## src/rtl/serial_bcd_addsub_if.sv

```systemverilog
// serial_bcd_addsub_if: framed operand/result bus of the serial BCD adder/subtractor
interface serial_bcd_addsub_if #(
  parameter int DPC   = 2,
  parameter int CNT_W = 8
);
  logic             in_valid;
  logic             in_first;
  logic             in_last;
  logic             sub;
  logic [4*DPC-1:0] a;
  logic [4*DPC-1:0] b;
  logic             out_valid;
  logic             out_first;
  logic             out_last;
  logic [4*DPC-1:0] sum;
  logic [CNT_W-1:0] out_beat;
  logic             cout;
  logic             err;
  modport master (
    output in_valid, in_first, in_last, sub, a, b,
    input  out_valid, out_first, out_last, sum, out_beat, cout, err
  );
  modport slave (
    input  in_valid, in_first, in_last, sub, a, b,
    output out_valid, out_first, out_last, sum, out_beat, cout, err
  );
endinterface

```

## src/rtl/serial_bcd_addsub.sv

```systemverilog
// serial_bcd_addsub: multi-digit serial BCD add/sub, LS beat first, DPC digits per beat
module serial_bcd_addsub #(
  parameter int DPC   = 2,
  parameter int CNT_W = 8
) (
  input logic                clk,
  input logic                rstn,
  serial_bcd_addsub_if.slave bus
);
  typedef enum logic {IDLE, BUSY} state_t;
  state_t           state_q, state_d;
  logic             accept, mode_q, mode_d, carry_q, err_q, bad;
  logic             valid_q, first_q, last_q;
  logic [4*DPC-1:0] sum_q, s;
  logic [CNT_W-1:0] beat_q, idx;
  logic [DPC:0]     c;
  logic [3:0]       ad [DPC];
  logic [3:0]       bv [DPC];
  logic [3:0]       bd [DPC];
  logic [4:0]       t  [DPC];
  // carry_q doubles as cout and beat_q as out_beat: both only change on a processed beat
  always_comb begin
    accept  = bus.in_valid & (bus.in_first | (state_q == BUSY));
    mode_d  = bus.in_first ? bus.sub : mode_q;
    c       = '0;
    c[0]    = bus.in_first ? bus.sub : carry_q;
    s       = '0;
    bad     = 1'b0;
    for (int i = 0; i < DPC; i++) begin
      ad[i]    = bus.a[4*i +: 4];
      bv[i]    = bus.b[4*i +: 4];
      bd[i]    = mode_d ? 4'(4'd9 - bv[i]) : bv[i];
      t[i]     = 5'(ad[i]) + 5'(bd[i]) + 5'(c[i]);
      c[i+1]   = t[i] > 5'd9;
      s[4*i +: 4] = c[i+1] ? 4'(t[i] + 5'd6) : t[i][3:0];
      bad      = bad | (ad[i] > 4'd9) | (bv[i] > 4'd9);
    end
    idx     = bus.in_first ? '0 : (&beat_q ? beat_q : beat_q + 1'b1);
    state_d = accept ? (bus.in_last ? IDLE : BUSY) : state_q;
  end
  always_ff @(posedge clk or negedge rstn) begin
    if (!rstn) begin
      state_q <= IDLE;
      mode_q  <= 1'b0;
      carry_q <= 1'b0;
      err_q   <= 1'b0;
      valid_q <= 1'b0;
      first_q <= 1'b0;
      last_q  <= 1'b0;
      sum_q   <= '0;
      beat_q  <= '0;
    end else begin
      state_q <= state_d;
      valid_q <= accept;
      if (accept) begin
        mode_q  <= mode_d;
        carry_q <= c[DPC];
        err_q   <= bus.in_first ? bad : (err_q | bad);
        first_q <= bus.in_first;
        last_q  <= bus.in_last;
        sum_q   <= s;
        beat_q  <= idx;
      end
    end
  end
  assign bus.out_valid = valid_q;
  assign bus.out_first = first_q;
  assign bus.out_last  = last_q;
  assign bus.sum       = sum_q;
  assign bus.out_beat  = beat_q;
  assign bus.cout      = carry_q;
  assign bus.err       = err_q;
endmodule

```

## src/flat_wrapper.sv

```systemverilog
// flat-port wrapper written by rule: the top's interface ports become plain ports
module serial_bcd_addsub_flat 
#(
  parameter int DPC   = 2,
  parameter int CNT_W = 8
)
  (clk, rstn, bus_in_valid, bus_in_first, bus_in_last, bus_sub, bus_a, bus_b, bus_out_valid, bus_out_first, bus_out_last, bus_sum, bus_out_beat, bus_cout, bus_err);
  serial_bcd_addsub_if #(.DPC(DPC), .CNT_W(CNT_W)) bus_i ();
  input logic clk;
  input logic rstn;
  input wire logic [$bits(bus_i.in_valid)-1:0] bus_in_valid;
  input wire logic [$bits(bus_i.in_first)-1:0] bus_in_first;
  input wire logic [$bits(bus_i.in_last)-1:0] bus_in_last;
  input wire logic [$bits(bus_i.sub)-1:0] bus_sub;
  input wire logic [$bits(bus_i.a)-1:0] bus_a;
  input wire logic [$bits(bus_i.b)-1:0] bus_b;
  output wire logic [$bits(bus_i.out_valid)-1:0] bus_out_valid;
  output wire logic [$bits(bus_i.out_first)-1:0] bus_out_first;
  output wire logic [$bits(bus_i.out_last)-1:0] bus_out_last;
  output wire logic [$bits(bus_i.sum)-1:0] bus_sum;
  output wire logic [$bits(bus_i.out_beat)-1:0] bus_out_beat;
  output wire logic [$bits(bus_i.cout)-1:0] bus_cout;
  output wire logic [$bits(bus_i.err)-1:0] bus_err;
  assign bus_i.in_valid = bus_in_valid;
  assign bus_i.in_first = bus_in_first;
  assign bus_i.in_last = bus_in_last;
  assign bus_i.sub = bus_sub;
  assign bus_i.a = bus_a;
  assign bus_i.b = bus_b;
  assign bus_out_valid = bus_i.out_valid;
  assign bus_out_first = bus_i.out_first;
  assign bus_out_last = bus_i.out_last;
  assign bus_sum = bus_i.sum;
  assign bus_out_beat = bus_i.out_beat;
  assign bus_cout = bus_i.cout;
  assign bus_err = bus_i.err;
  serial_bcd_addsub #(.DPC(DPC), .CNT_W(CNT_W)) u_core (.clk(clk), .rstn(rstn), .bus(bus_i));
endmodule
```

## config.mk

```make
export PLATFORM = sky130hd
export DESIGN_NAME = serial_bcd_addsub_flat
export DESIGN_NICKNAME = d
export VERILOG_FILES = /design/src/rtl/serial_bcd_addsub_if.sv /design/src/rtl/serial_bcd_addsub.sv /design/src/flat_wrapper.sv
export SDC_FILE = /design/constraint.sdc
export NUM_CORES = 1
export LEC_CHECK = 0
export ABC_AREA = 1
export BUFFER_PORTS_ARGS = -buffer_cell sky130_fd_sc_hd__buf_2
export CORE_ASPECT_RATIO = 1.5
export CORE_MARGIN = 3
export CORE_UTILIZATION = 56
export CTS_CLUSTER_SIZE = 25
export DETAILED_ROUTE_END_ITERATION = 8
export MAX_ROUTING_LAYER = met4
export PLACE_DENSITY = 0.86
export SYNTH_ARGS = -nofsm -noshare
export SYNTH_HDL_FRONTEND = slang
export SYNTH_SLANG_ARGS = --single-unit
export TNS_END_PERCENT = 10
```

## constraint.sdc

```tcl
create_clock -name clk -period 10.4 [get_ports clk]
set_input_delay 0 -clock clk [delete_from_list [all_inputs] [get_ports clk]]
set_output_delay 0 -clock clk [all_outputs]
set_load 0.005 [all_outputs]
```

==> results of run 1 <==
## worst min-delay path by stage
| stage | end | slack (ns) | from | depth (start not counted) |
|---|---|---|---|---|
| after detailed placement | u_core.bus.out_beat[3]$_DFFE_PN0P_ | -0.0005 | rstn | 1 |
| final | u_core.bus.err$_DFFE_PN0P_ | 0.12 | bus_b[2] | 5 |
| after CTS | u_core.bus.err$_DFFE_PN0P_ | 0.12 | bus_b[2] | 5 |
| after global routing | u_core.bus.out_beat[4]$_DFFE_PN0P_ | 0.15 | bus_in_first | 3 |
| after global placement | u_core.bus.out_beat[3]$_DFFE_PN0P_ | 0.002 | rstn | 1 |
| after floorplan | u_core.bus.cout$_DFFE_PN0P_ | -0.30 | rstn | 0 |
## area by class of cell
| cell class | count | area (sq um) |
|---|---|---|
| Inverter | 28 | 105 |
| Fill cell | 231 | 807 |
| Timing Repair Buffer | 44 | 230 |
| Multi-Input combinational cell | 162 | 923 |
| Sequential cell | 23 | 576 |
| Tap cell | 37 | 46.3 |
| Clock buffer | 3 | 41.3 |
| Clock inverter | 1 | 5.00 |
## synth_stat cells
master	count	share of area, %
o21bai_1	1	0.46
xor2_1	6	3.2
nand2_2	1	0.39
nor3_2	1	0.62
or2_2	6	2.3
nand3_1	20	6.2
o21ai_2	1	0.54
nand3b_1	1	0.46
nand2_1	68	16
o211ai_1	1	0.46
nor2_1	8	1.8
ha_1	12	9.2
o21a_1	1	0.46
o21ai_0	19	5.9
nand4_1	5	1.9
buf_6	1	0.69
buf_2	1	0.31
clkbuf_1	1	0.23
inv_2	1	0.23
nor2_2	1	0.39
fa_1	4	4.9
a21oi_1	6	1.8
dfrtp_1	23	35
inv_1	27	6.2
## kinds of logic after synthesis
group                      count (synthesis)  synth area share [%]
AOI/OAI and AO/OA                         29                  9.63
xor gates and xnor gates                   6                  3.24
adders and majority gates                 16                  14.2
buffers and inverters                     31                  7.70
DFF                                       23                  35.4
and+or+nand+nor                          111                  29.8
## power by group
part	switching [W]	internal [W]
sequential	0.0000128	0.000110
clock	0.0000277	0.0000267
combinational	0.0000766	0.0000551
## repair_timing
item / 4_1_cts / 5_1_grt
hold buffers: 2 / 0
resized for setup: 0 / 0
endpoints found under the hold margin: 24 / 0
## routing by layer
layer	routed length (um)	GRT usage, %	up-vias
met3	136	2.05	8
met1	1440	23.0	710
met5	0	-	-
met4	76	10.5	0
met2	1760	37.1	45
li1	-	-	789
## per-stage QoR
step	setup slack (ns)	instance area (sq um)	power (W)	utilization (%)	hold slack, ns
global placement	6.15	1860	0.000250	68.1	0.00212
finish	5.94	1930	0.000309	70.5	0.122
global route	5.59	1930	0.000336	70.5	0.155
CTS	5.95	1930	0.000311	70.5	0.117
detailed placement	5.96	1860	0.000255	68.1	-0.000523
floorplan	6.34	1620	0.000209	-	-0.296
## flip-flops by register name, summed over array words and instances (netlist names)
| name | cells |
|---|---|
| u_core.bus.cout | 1 |
| u_core.bus.out_valid | 1 |
| u_core.bus.out_last | 1 |
| u_core.bus.out_first | 1 |
| u_core.bus.err | 1 |
| u_core.bus.out_beat | 8 |
| u_core.mode_q | 1 |
| u_core.state_q | 1 |
| u_core.bus.sum | 8 |
## worst reg2reg max path, delay by kind of cell (launching register included)
family	cells	cell delay, ns
flops	1	0.35
compound gates	3	0.29
buf+inv	2	0.12
fa+ha+maj	6	2.10
xor+xnor	1	0.15
simple gates	13	1.36
## cells in the final DEF (no fill, tap or decap), drive strengths merged
| cell | count |
|---|---|
| buf | 42 |
| nand3b | 1 |
| fa | 4 |
| dlygate4sd3 | 2 |
| nand4 | 5 |
| ha | 12 |
| clkinv | 1 |
| inv | 28 |
| nor2 | 9 |
| dfrtp | 23 |
| o211ai | 1 |
| a21oi | 6 |
| nor3 | 1 |
| o21a | 1 |
| nand3 | 20 |
| or2 | 6 |
| xor2 | 6 |
| nand2 | 69 |
| o21bai | 1 |
| clkbuf | 3 |
| o21ai | 20 |
==> flow_metrics.env, run 1 <==
export IMPL_vias=1552
export IMPL_viasPerCell=5.21
export IMPL_ant_nets=0
export IMPL_die_w_um=50.0
export IMPL_r2r_start="u_core.mode_q$_DFFE_PN0P_"
export IMPL_diodes=0
export IMPL_grt_overflow=0
export IMPL_relSlewSlack_pct=59.8
export IMPL_crit_required_ns=10.56
export IMPL_worst_pin_slew_ns=0.603
export IMPL_ys_seq_elements=23
export IMPL_fin_nets=300
export IMPL_clkSinkCount=23
export IMPL_routabilityCongestion=0.793
export IMPL_cts_htree_levels=1
export IMPL_fin_worst_skew_ns=0.00609
export IMPL_cpLargestDelayFamily="adder cells"
export IMPL_yosys_warnings=0
export IMPL_row_count=23
export IMPL_cts_buffer_depth=2
export IMPL_portBuffers=42
export IMPL_post_cts_buffers=0
export IMPL_r2r_end="u_core.bus.sum[6]$_DFFE_PN0P_"
export IMPL_path_depth=25
export IMPL_rsz0062_at_grt="false"
export IMPL_synthCells=216
export IMPL_irDropWorstVdd_uv=107
export IMPL_crit_path_max_incr_delay_ns=0.45
export IMPL_setup_viol=0
export IMPL_worstPathMaxFanout=9
export IMPL_hold_path_class="input port to flip-flop"
export IMPL_grt_pass1_vias=1419
export IMPL_cts_inserted_buffers=3
export IMPL_slew_violations=0
export IMPL_syn2layout_area_growth_pct=18.6
export IMPL_wl_per_cell_um=11.4
export IMPL_pwr_density_cell_nw_per_um2=160
export IMPL_die_area_sq_um=3600
export IMPL_syn_num_nets=254
export IMPL_io_pins=43
export IMPL_start_kind="flip-flop"
export IMPL_final_min_clock_period_ns=4.46
export IMPL_path_common_cell="nand2_1"
export IMPL_clock_latency_ns=0.26
export IMPL_cts_tree="yes"
export IMPL_fmax_mhz=224
export IMPL_drive_above_1_share_pct=21.8
export IMPL_worstPathBufferInverterCount=2
export IMPL_worst_r2r_setup_slack_ns=5.94
export IMPL_drv_cap=0
export IMPL_synth_area_sq_um=1620
export IMPL_drtIter0Drc=21
export IMPL_end_kind="flip-flop"
export IMPL_fin_crit_sh_pct=42.9
export IMPL_wl_um=3410
export IMPL_start_util_pct=59.4
export IMPL_cts_root_buf="clkbuf_8"
export IMPL_antenna_found_initial=0
export IMPL_core_sq_um=2730
export IMPL_status="completed"
export IMPL_drc_errors=0
export IMPL_slowest_stage="fa_1"
export IMPL_crit_end="u_core.bus.sum[6]$_DFFE_PN0P_"
export IMPL_grt_max_degree=24
export IMPL_dp_hpwl_um=2750
export IMPL_p_leak_nw=1.07
export IMPL_critical_path_class="flip-flop to flip-flop"
export IMPL_seq_area_frac_synth_pct=35.4
export IMPL_critical_path_arrival_ns=4.62
export IMPL_ff2ff_path_depth=25
export IMPL_synth_distinct_cells=24
export IMPL_die_h_um=72.0
export IMPL_groute_usage_overall_pct=20.9
export IMPL_synth_avg_cell_area_sq_um=7.52
export IMPL_grt_pass1_wl_um=5690
export IMPL_finalHoldViolCount=0
export IMPL_setup_tns_ns=0
export IMPL_drtPass1Iterations=4
export IMPL_post_place_cells=292
export IMPL_path_clk_slew_ns=0.08
export IMPL_worstSetupStartpoint="u_core.mode_q$_DFFE_PN0P_"
export IMPL_stdcell_count=298
No activity file was read; power rests on OpenSTA's default activity.
==> inputs of run 2 (changes only) <==
- CORE_UTILIZATION: 56 -> 52
- PLACE_DENSITY: 0.86 -> 0.81
- clock period: 10.4 -> 4.6 ns (I/O delays scaled with it)
==> flow_metrics.env, run 2 (same netlist as run 1, synthesis figures left out) <==
export IMPL_vias=1514
export IMPL_path_clk_slew_ns=0.08
export IMPL_fmax_mhz=233
export IMPL_start_util_pct=55.2
export IMPL_ant_nets=0
export IMPL_finalHoldViolCount=0
export IMPL_cts_root_buf="clkbuf_8"
export IMPL_r2r_start="u_core.mode_q$_DFFE_PN0P_"
export IMPL_fin_crit_sh_pct=93.3
export IMPL_final_area_sq_um=1940
export IMPL_stdcell_count=300
export IMPL_final_min_clock_period_ns=4.29
export IMPL_relSlewSlack_pct=60.0
export IMPL_groute_usage_overall_pct=19.7
export IMPL_grt_pass1_wl_um=5560
export IMPL_routabilityCongestion=0.788
export IMPL_io_pins=43
export IMPL_wl_um=3360
export IMPL_grt_pass1_vias=1434
export IMPL_wl_per_cell_um=11.2
export IMPL_most_common_layout_cells="67 x nand2_1, 42 x buf_2, 27 x inv_1, 23 x dfrtp_1, 20 x nand3_1"
export IMPL_die_area_sq_um=3840
export IMPL_placed_area_sq_um=1860
export IMPL_critical_path_arrival_ns=4.45
export IMPL_nFillCells=280
export IMPL_cts_inserted_buffers=3
export IMPL_r2r_end="u_core.bus.sum[6]$_DFFE_PN0P_"
export IMPL_setup_tns_ns=0
export IMPL_antenna_found_initial=0
export IMPL_worst_r2r_setup_slack_ns=0.31
export IMPL_syn2layout_area_growth_pct=19.7
export IMPL_drive_above_1_share_pct=23.4
export IMPL_slowest_stage="dfrtp_1"
export IMPL_ff2ff_path_depth=25
export IMPL_dp_hpwl_um=2660
export IMPL_post_place_cells=294
export IMPL_grt_max_degree=24
export IMPL_path_common_cell="nand2_1"
export IMPL_rsz0062_at_grt="false"
export IMPL_hold_end="u_core.bus.err$_DFFE_PN0P_"
export IMPL_worst_pin_slew_ns=0.600
export IMPL_cpLargestDelayFamily="adder cells"
export IMPL_drv_cap=0
export IMPL_clkSinkCount=23
export IMPL_irDropWorstVdd_uv=214
export IMPL_fin_worst_skew_ns=0.00379
export IMPL_diodes=0
export IMPL_clock_latency_ns=0.26
export IMPL_pwr_density_cell_nw_per_um2=360
export IMPL_cts_buffer_depth=2
export IMPL_p_leak_nw=1.07
export IMPL_fin_nets=300
export IMPL_start_kind="flip-flop"
export IMPL_critical_path_class="flip-flop to flip-flop"
export IMPL_cts_tree="yes"
export IMPL_drtIter0Drc=30
export IMPL_post_cts_buffers=0
export IMPL_end_kind="flip-flop"
export IMPL_hold_path_class="input port to flip-flop"
export IMPL_path_depth=25
export IMPL_utilization_pct=66.1
export IMPL_crit_required_ns=4.76
export IMPL_cts_htree_levels=1
export IMPL_slew_violations=0
export IMPL_mostFrequentLayoutCell="nand2_1"
export IMPL_worstPathBufferInverterCount=2
export IMPL_viasPerCell=5.05
export IMPL_worstHoldStart="bus_a[7]"
export IMPL_row_count=24
export IMPL_setup_viol=0
export IMPL_portBuffers=42
export IMPL_min_path_cells=5
export IMPL_status="completed"
export IMPL_worstPathMaxFanout=9
export IMPL_core_sq_um=2940
export IMPL_grt_overflow=0
export IMPL_crit_path_max_incr_delay_ns=0.39
export IMPL_drtPass1Iterations=4
export IMPL_die_w_um=51.6
export IMPL_drc_errors=0
export IMPL_die_h_um=74.4
run 2: worst max-delay path by stage:
| stage | from | endpoint |
|---|---|---|
| 5_1_grt | u_core.mode_q$_DFFE_PN0P_ | u_core.bus.sum[6]$_DFFE_PN0P_ |
| 3_3_place_gp | bus_in_first | u_core.bus.sum[5]$_DFFE_PN0P_ |
| 2_1_floorplan | u_core.mode_q$_DFFE_PN0P_ | u_core.bus.sum[5]$_DFFE_PN0P_ |
| 6_report | u_core.mode_q$_DFFE_PN0P_ | u_core.bus.sum[6]$_DFFE_PN0P_ |
| 4_1_cts | u_core.mode_q$_DFFE_PN0P_ | u_core.bus.sum[6]$_DFFE_PN0P_ |
| 3_5_place_dp | u_core.mode_q$_DFFE_PN0P_ | u_core.bus.sum[6]$_DFFE_PN0P_ |
run 2: timing repair:
item | 4_1_cts | 5_1_grt
endpoints found under the setup margin | 0 | 4
hold endpoints to repair | 25 | 0
gates resized for setup | 0 | 5
hold buffers | 2 | 0
run 2: worst min-delay path, delay by kind of cell:
family / cells / cell delay, ns
compound gates: 1 / 0.08
simple gates: 3 / 0.18
buf+inv: 1 / 0.09
run 2: report_power, final:
group	internal [W]	switching, W
sequential	0.000248	0.0000285
clock	0.0000604	0.0000624
combinational	0.000127	0.000175
run 2: metal layers:
metal | part of all wire, % | track usage [%]
met5 | 0 | -
met4 | 2.2 | 9.91
met3 | 5.2 | 3.01
met2 | 51 | 35.1
met1 | 42 | 20.8
run 2: final cells by class:
type	instances	area (sq um)	area share (%)
Clock inverter	1	5.00	0.257
Sequential cell	23	576	29.6
Timing Repair Buffer	44	230	11.8
Multi-Input combinational cell	162	938	48.3
Tap cell	39	48.8	2.51
Inverter	28	105	5.41
Clock buffer	3	41.3	2.12
run 2: metrics by stage:
step / setup slack (ns) / total power (W) / hold slack [ns]
floorplan: 0.545 / 0.000474 / -0.296
global placement: 0.329 / 0.000566 / 0.00116
detailed placement: 0.125 / 0.000574 / 0.00244
CTS: 0.111 / 0.000703 / 0.114
global route: 0.00555 / 0.000767 / 0.174
finish: 0.308 / 0.000701 / 0.114
